## config.mk

```make
export PLATFORM = sky130hd
export DESIGN_NAME = ex_queue
export DESIGN_NICKNAME = d
export VERILOG_FILES = /design/src/rtl/ex_queue.sv
export SDC_FILE = /design/constraint.sdc
export NUM_CORES = 1
export LEC_CHECK = 0
export ABC_AREA = 1
export CAP_MARGIN = 20
export CORE_MARGIN = 1.5
export CORE_UTILIZATION = 70
export CTS_BUF_LIST = sky130_fd_sc_hd__clkbuf_8
export DETAILED_ROUTE_END_ITERATION = 10
export DONT_BUFFER_PORTS = 1
export HOLD_SLACK_MARGIN = 0.08
export PLACE_DENSITY = 0.86
export SLEW_MARGIN = 10
export SYNTH_ARGS = -nofsm -noshare
export SYNTH_HDL_FRONTEND = slang
export SYNTH_SLANG_ARGS = --single-unit
```

## constraint.sdc

```tcl
create_clock -name clk -period 16.9 [get_ports clk]
set_input_delay 3.38 -clock clk [delete_from_list [all_inputs] [get_ports clk]]
set_output_delay 3.38 -clock clk [all_outputs]
set_load 0.02 [all_outputs]
```

## src/rtl/ex_queue.sv

```systemverilog
// In-order X->W result queue with val/rdy on both sides; an entry accepted at edge N is visible on out_* just after N.
// Backpressure: in_rdy drops only when full and is a function of state alone; out_rdy never reaches in_rdy.
module ex_queue #(
    parameter int p_seq_num_bits = 5,
    parameter int p_depth        = 8
) (
    input  logic                      clk,
    input  logic                      rst,
    input  logic [31:0]               in_pc,
    input  logic [p_seq_num_bits-1:0] in_seq_num,
    input  logic [4:0]                in_waddr,
    input  logic [31:0]               in_wdata,
    input  logic                      in_wen,
    input  logic                      in_val,
    output logic                      in_rdy,
    output logic [31:0]               out_pc,
    output logic [p_seq_num_bits-1:0] out_seq_num,
    output logic [4:0]                out_waddr,
    output logic [31:0]               out_wdata,
    output logic                      out_wen,
    output logic                      out_val,
    input  logic                      out_rdy
);
    localparam int ptr_w = (p_depth > 1) ? $clog2(p_depth) : 1;
    localparam int cnt_w = $clog2(p_depth + 1);

    typedef struct packed {
        logic [31:0]               pc;
        logic [p_seq_num_bits-1:0] seq_num;
        logic [4:0]                waddr;
        logic [31:0]               wdata;
        logic                      wen;
    } entry_t;

    entry_t           mem [p_depth];
    entry_t           head;
    logic [ptr_w-1:0] wr_ptr;
    logic [ptr_w-1:0] rd_ptr;
    logic [cnt_w-1:0] count;
    logic             enq;
    logic             deq;

    // Explicit wrap so that non-power-of-two depths cycle correctly.
    function automatic logic [ptr_w-1:0] next_ptr(input logic [ptr_w-1:0] p);
        return (p == ptr_w'(p_depth - 1)) ? '0 : p + 1'b1;
    endfunction

    assign in_rdy  = (count != cnt_w'(p_depth));
    assign out_val = (count != '0);
    assign enq     = in_val && in_rdy;
    assign deq     = out_val && out_rdy;

    always_ff @(posedge clk or posedge rst) begin
        if (rst) begin
            wr_ptr <= '0;
            rd_ptr <= '0;
            count  <= '0;
        end else begin
            if (enq) wr_ptr <= next_ptr(wr_ptr);
            if (deq) rd_ptr <= next_ptr(rd_ptr);
            case ({enq, deq})
                2'b10:   count <= count + 1'b1;
                2'b01:   count <= count - 1'b1;
                default: count <= count;
            endcase
        end
    end

    // Payload storage carries no reset; stale contents are masked by out_val.
    always_ff @(posedge clk) begin
        if (enq) begin
            mem[wr_ptr] <= '{pc: in_pc, seq_num: in_seq_num, waddr: in_waddr,
                             wdata: in_wdata, wen: in_wen};
        end
    end

    assign head        = mem[rd_ptr];
    assign out_pc      = head.pc;
    assign out_seq_num = head.seq_num;
    assign out_waddr   = head.waddr;
    assign out_wdata   = head.wdata;
    assign out_wen     = head.wen;
endmodule

```

After elaboration in Yosys (flattened, before gate mapping)
Memories as Yosys holds them, arrays and structs flattened.
Cells that the tools add are included.

word-level totals
  memories = 1
  output and inout port bits = 77
  RAM bits = 600
  flip-flop bits (word level) = 10

memories
  name  depth  bits a word  rd ports  clocked after memory_dff  write ports  line  source
  mem   8      75           1         0                         1            35    entry_t mem [p_depth];

cells by class
  multiplexer cells = 5
  reductions and logical operators = 4
  add/subtract/negate cells = 4
  equality and inequality tests = 5

operators by type and width
  cell                   count
  $pmux W4 S2            1
  $add A3 B1 Y3 const B  2
  $eq A3 B3 Y1 const B   2
  $mux W3                2
  $add A4 B1 Y4 const B  1
  $ne A4 B4 Y1 const B   1
  $reduce_bool A4 Y1     1
  $sub A4 B1 Y4 const B  1
  $eq A2 B1 Y1 const B   1
  $eq A2 B2 Y1 const B   1
  $logic_and A1 B1 Y1    2
  $mux W1                2
  $reduce_bool A2 Y1     1

Longest topological paths before layout
Gate-level depths: netlist of the first run.

  word-level depth = 4
  mapped depth = 12
  gate-level depth less buffers = 12

Worst setup path before layout of the first run
Ideal clock, no wire load.

  path type = input -> register
  start point = input in_val
  end point = memory mem[6][0] (netlist name) (enable)
  setup slack = 7.570 ns
  arrival time = 8.729 ns
  stages on the path = 3
  required time = 16.299 ns
  setup time = 0.601 ns
  path through = nand2_1 -> buf_4 -> nor3_1

on the way
  word-level cells in the longest chain between the ends = 3

RTL lines
  element                        line  source
  start, declared                14    input logic in_val,
  $logic_and A1 B1 Y1            50    assign enq = in_val && in_rdy;
  $mux W1                        71    if (enq) begin
  $mux W1 (not written as such)  72    mem[wr_ptr] <= '{pc: in_pc, seq_num: in_seq_num, waddr: in_waddr,
  end, declared                  35

Every way passes these cells.

Worst setup path in the final report of the first run
  start point = register rd_ptr[0]
  end point = output out_pc[25]

on the way
  word-level cells in the longest chain between the ends = 1

RTL lines
  element                 line  source
  start, declared         38    logic [ptr_w-1:0] rd_ptr;
  start signal, assigned  60    if (deq) rd_ptr <= next_ptr(rd_ptr);
  $mem_v2 Z8 W75          n/a
  end, declared           16    output logic [31:0] out_pc,

Every way passes these cells.

==> results of run 1 <==
-- metrics by stage --
| step | power (mW) | util | hold slack, ns | instance area (sq um) | instances |
|---|---|---|---|---|---|
| final | 4.85 | 0.768 | 0.543 | 28300 | 3256 |
| after global routing | 5.15 | 0.768 | 0.560 | 28300 | 3256 |
| after CTS | 4.85 | 0.767 | 0.540 | 28300 | 3255 |
| after detailed placement | 3.73 | 0.721 | 0.525 | 26600 | 3088 |
| after global placement | 3.64 | 0.721 | 0.501 | 26600 | 3088 |
| after floorplan | 3.42 | - | 0.481 | 26400 | 2679 |
-- power by group --
group / switching, mW / leakage [nW] / internal (mW) / total (mW)
sequential: 0.129 / 5.57 / 1.89 / 2.02
clock: 0.545 / 0.988 / 0.583 / 1.13
combinational: 1.27 / 5.69 / 0.427 / 1.70
total: 1.95 / 12.2 / 2.90 / 4.85
-- cell type report --
cell class              count  area [sq um]  share of cell area
well taps                 504           631              0.0223
clock buffers              95          1310              0.0462
inverters                 314          1180              0.0417
clock inverters            72           410              0.0145
multi-input cells        1637          6300               0.223
repair buffers             24           213             0.00751
flip-flops and latches    610         18300               0.645
-- registers in the layout, summed over array words and instances, names as in the netlist --
register,flops
count,4
mem,600
rd_ptr,3
wr_ptr,3
-- placed cells by master, fill, tap and decap left out --
cell type	count
buf_4	22
edfxtp_1	600
or2_1	1
clkinv_1	20
inv_1	343
o21ai_0	3
or2_2	2
nand3_1	6
inv_2	1
bufinv_16	4
nor2_1	602
clkinv_2	12
inv_4	1
buf_16	1
xor2_1	1
fa_1	1
ha_1	7
buf_12	1
xnor2_1	1
clkbuf_8	95
nand2_1	1004
clkinvlp_4	4
o21ai_1	1
nor3_2	8
dfrtp_4	3
inv_6	1
dfrtp_1	7
-- logic make-up (layout without fill, tap and decap cells) --
logic type	count (synthesis)	count (layout)	share of synthesized area
AOI/OAI and AO/OA	4	4	0.000758
and+or+nand+nor	1623	1623	0.232
xor gates and xnor gates	2	2	0.000663
DFF	610	610	0.692
adders and majority gates	8	8	0.00407
buffers and inverters	432	505	0.0712
-- how the worst max path moves through the flow --
stage | from | to | slack (ns) | depth (start not counted)
global route | rd_ptr[0] | out_pc[25] | 8.99 | 9
finish | rd_ptr[0] | out_pc[25] | 9.35 | 9
detailed placement | rd_ptr[0] | out_pc[12] | 9.86 | 8
floorplan | in_val | mem[6][0] | 7.57 | 3
global placement | rd_ptr[0] | out_pc[22] | 9.99 | 8
CTS | rd_ptr[0] | out_pc[25] | 9.03 | 8
-- routing by layer --
layer	track usage	vias up	wire length, microns
met2	0.482	723	26900
met4	0.131	0	1490
met5	0	-	0
met1	0.353	7910	21100
li1	-	8325	-
met3	0.0773	111	5370
==> flow_summary.json, run 1 <==
{
  "outcome": "finished, final reports clean",
  "grt_max_degree": 275,
  "synthFlopType": "edfxtp_1",
  "cp_data_arrival_time_ns": 4.17,
  "drv_cap": 0,
  "yosysTopAreaCellShare": 0.682,
  "ant_nets": 0,
  "finClkSkew_ns": 0.0301,
  "path_delay_family": "buffers and inverters",
  "cts_buffers": 92,
  "cp_num_buf_inv": 3,
  "cts-root-buf": "clkbuf_8",
  "yosys_warnings": 0,
  "ir_worst_vdd_v": 0.000164,
  "postRouteWirelength_microns": 54900,
  "clockBufferDepth": 3,
  "dp_hpwl_microns": 28600,
  "synth_commonest_cells": "nand2_1 (1004), nor2_1 (602), edfxtp_1 (600)",
  "yosysMostFrequentCell": "nand2_1",
  "crit_chain": "buf_12, buf_4, buf_16, nor2_1, nor2_1, nand2_1, nand2_1, nand2_1, nand2_1",
  "tritoncts": "done",
  "async_flop_share": 0.0164,
  "hold_viol_final": 0,
  "syn_inst": 2679,
  "seq_area_frac_synth": 0.692,
  "rrSetupSlack_ns": 13.78,
  "io-pin-count": 156,
  "synth_seq_cells": 610,
  "max_freq_ghz": 0.132,
  "worst_slew_pin_slew_ns": 1.20,
  "post-route-period-util": 0.447,
  "start_util": 0.716,
  "placeableCoreArea_sq_um": 36900,
  "critPathLaunchType": "register",
  "area_growth_pct": 7.24,
  "r2r-end": "mem[3][33]",
  "synthTopCellsByArea": "edfxtp_1 (68%), nand2_1 (14%), nor2_1 (8.6%), inv_1 (4.4%), buf_2 (1.2%)",
  "fp.dieW_microns": 197,
  "dr.pass1.iters": 5,
  "crit_type": "register to output pin",
  "row_count": 70,
  "cts_resized": 0,
  "yosys.area.top_type": "edfxtp_1",
  "hold_start": "count[0]",
  "fin_ws_ns": 9.35,
  "setup_viol": 0,
  "worst-r2r-cell-count": 6,
  "r2r_start": "count[1]",
  "grt_usage": 0.288,
  "grt_pass1_vias": 16900,
  "clk_pin_slew_ns": 0.06,
  "hold_class": "register to register",
  "insertion_delay_ns": 0.65,
  "cpMostUsedCell": "nand2_1",
  "grt_pass1_wl_microns": 84900,
  "fin_crit_ns": 7.55,
  "critPathCaptureType": "output pin",
  "leakage_nw": 12.2,
  "die_area_sq_um": 38900,
  "vias": 17100,
  "wl_per_cell_microns": 16.9,
  "gr-total-overflow": 0,
  "cp_slowest_cell": "dfrtp_4",
  "antenna_found_initial": 0,
  "diodes": 0,
  "syn-num-nets": 2766,
  "fp.dieH_microns": 197,
  "synth_edf_count": 600,
  "pre_cts_slack_ns": 9.86,
  "drc": 0,
  "holdPathEnd": "count[0]",
  "slew_violations": 0,
  "critPathMaxFanout": 274,
  "drtIter0Drc": 1291,
  "syn_area_per_cell_sq_um": 9.86,
  "hold_buffers": 0,
  "ctsHtreeMaxLevel": 3,
  "ys_types": 21,
  "hold_depth": 1,
  "gp_congestion": 0.787,
  "fillCellCount": 2230,
  "syn_area_sq_um": 26400,
  "relSlewSlack": 0.201,
  "setup_tns_ns": 0,
  "viasPerCell": 5.24,
  "cts_num_sinks": 610,
  "rsz0062_at_grt": "no",
  "critPathMaxStageDelay_ns": 1.05,
  "post_cts_buffers": 0,
  "drive_gt1_frac": 0.0563,
  "placement.io_buffers": 0,
  "critPathRequiredTime_ns": 13.52,
  "power_density_nw_per_um2": 171,
  "nets": 2766
}
Note: power is estimated with default switching activity, not from simulation.
==> run 2, diff against run 1 <==
--- a/config.mk
+++ b/config.mk
@@ -8,12 +8,12 @@
 export ABC_AREA = 1
 export CAP_MARGIN = 20
 export CORE_MARGIN = 1.5
-export CORE_UTILIZATION = 70
+export CORE_UTILIZATION = 66
 export CTS_BUF_LIST = sky130_fd_sc_hd__clkbuf_8
 export DETAILED_ROUTE_END_ITERATION = 10
 export DONT_BUFFER_PORTS = 1
 export HOLD_SLACK_MARGIN = 0.08
-export PLACE_DENSITY = 0.86
+export PLACE_DENSITY = 0.82
 export SLEW_MARGIN = 10
 export SYNTH_ARGS = -nofsm -noshare
 export SYNTH_HDL_FRONTEND = slang
==> constraint.sdc (replaced) <==
create_clock -name clk -period 7.35 [get_ports clk]
set_input_delay 1.47 -clock clk [delete_from_list [all_inputs] [get_ports clk]]
set_output_delay 1.47 -clock clk [all_outputs]
set_load 0.02 [all_outputs]
==> run 2 against run 1 <==
Net effect: routed wire length decreased by 2.9%; clock skew decreased by 0.0088 ns; global-route usage decreased by 2.4 points; first-iteration DRC count increased by 3.1%; count of clock-buffer cells in the layout increased by 2; total power increased by 130%; utilization decreased by 5.3 points; sequential power increased by 130%; worst hold slack got worse by 0.017 ns; critical path depth decreased by 1; combinational power increased by 130%; via count decreased by 0.40%; critical path type unchanged; largest power group unchanged.
==> flow_summary.json, run 2 (synthesis gave the netlist of run 1 again) <==
{
  "viasPerCell": 5.18,
  "final_area_sq_um": 28300,
  "critPathRequiredTime_ns": 5.88,
  "relSlewSlack": 0.204,
  "hold_buffers": 0,
  "grt_pass1_wl_microns": 83200,
  "critPathLaunchType": "register",
  "power.internal_mw": 6.62,
  "r2r_start": "count[0]",
  "mostFrequentLayoutCell": "nand2_1",
  "grt_usage": 0.264,
  "grt_max_degree": 268,
  "placedCellCount": 3113,
  "largest_reg_flops": 600,
  "ir_worst_vdd_v": 0.000348,
  "postRouteWirelength_microns": 53300,
  "drtIter0Drc": 1331,
  "placement.io_buffers": 0,
  "switching_share": 0.399,
  "placeableCoreArea_sq_um": 39600,
  "area_growth_pct": 7.34,
  "hold_viol_final": 0,
  "clk_pin_slew_ns": 0.06,
  "combPwrFrac": 0.358,
  "worst_slew_pin_slew_ns": 1.19,
  "cts_resized": 0,
  "leakage_nw": 12.3,
  "seqPwrFrac": 0.414,
  "p_sw_mw": 4.40,
  "worst-r2r-cell-count": 6,
  "grt_pass1_vias": 16300,
  "tritoncts": "done",
  "post-route-util": 0.715,
  "cts_buffers": 94,
  "post-route-period-util": 0.641,
  "fp.dieW_microns": 203,
  "startpoint": "rd_ptr[1]",
  "die_area_sq_um": 41200,
  "setup_viol": 0,
  "slew_violations": 0,
  "outcome": "finished, final reports clean",
  "dp_hpwl_microns": 28100,
  "cp_data_arrival_time_ns": 3.24,
  "cts-root-buf": "clkbuf_8",
  "ctsHtreeMaxLevel": 3,
  "wl_per_cell_microns": 16.2,
  "fin_crit_ns": 4.71,
  "hold_depth": 2,
  "setup_tns_ns": 0,
  "post_cts_buffers": 0,
  "drc": 0,
  "critPathCaptureType": "output pin",
  "io-pin-count": 156,
  "critPathMaxFanout": 62,
  "nets": 2772,
  "max_freq_ghz": 0.212,
  "drv_cap": 0,
  "antenna_found_initial": 0,
  "rsz0062_at_grt": "no",
  "clockBufferDepth": 3,
  "dr.pass1.iters": 8,
  "finClkSkew_ns": 0.0213,
  "start_util": 0.666,
  "diodes": 0,
  "most-common-layout-cells": "nand2_1 (1004), nor2_1 (602), edfxtp_1 (600)",
  "vias": 17000,
  "power_density_nw_per_um2": 389,
  "clkPwrFrac": 0.228,
  "insertion_delay_ns": 0.65,
  "regMostFlops": "mem",
  "crit_type": "register to output pin",
  "hold_start": "count[2]",
  "hold_class": "register to register",
  "row_count": 73,
  "cts_num_sinks": 610,
  "fp.dieH_microns": 203,
  "placed_area_sq_um": 26600,
  "drive_gt1_frac": 0.0548,
  "largest_registers": "mem: 600 flops, count: 4 flops",
  "fin_cells": 3282,
  "gp_congestion": 0.788,
  "ant_nets": 0,
  "gr-total-overflow": 0
}
## run 2: layer usage
metal / vias to the layer above / global-route usage / routed length, microns
met1: 7939 / 0.341 / 21400
met4: 0 / 0.103 / 1310
li1: 8335 / - / -
met3: 98 / 0.0615 / 4530
met5: - / 0 / 0
met2: 629 / 0.436 / 26000
## run 2: through the flow
| stage | hold slack, ns | power, mW | worst slack, ns |
|---|---|---|---|
| after floorplan | 0.481 | 7.87 | -0.0700 |
| after global placement | 0.512 | 8.40 | 3.23 |
| after detailed placement | 0.512 | 8.56 | 3.14 |
| after CTS | 0.528 | 11.1 | 2.41 |
| after global routing | 0.571 | 11.8 | 2.52 |
| final | 0.526 | 11.0 | 2.64 |
## run 2: cell type report
type	count	area (sq um)
clock buffer	97	1340
clock inverter	71	340
fill	2652	11300
inverter	314	1180
multi-input combinational	1637	6300
sequential	610	18300
tap	525	657
timing repair buffer	28	255
## run 2: worst paths after layout
kind	slack, ns	endpoint
max in group asynchronous	6.33	rd_ptr[0]
min reg2reg	0.53	count[2]
max reg2reg	4.26	mem[4][33]
min in group asynchronous	0.69	count[2]
max	2.64	out_wdata[18]
min	0.53	count[2]
## run 2: critical path: stages, from the launching register on
cell	delay [ns]
dfrtp_4	0.60
inv_4	0.38
buf_16	0.35
buf_4	0.64
nor2_1	0.12
nand2_1	0.09
nand2_1	0.05
nand2_1	0.06
nand2_1	0.20
## run 2: power by group through the flow
stage	sequential [mW]	combinational (mW)	clock, mW
6_report	4.56	3.95	2.51
4_1_cts	4.56	3.94	2.56
2_1_floorplan	4.58	3.28	0
3_5_place_dp	4.63	3.93	0
3_3_place_gp	4.61	3.79	0
5_1_grt	4.60	4.44	2.71
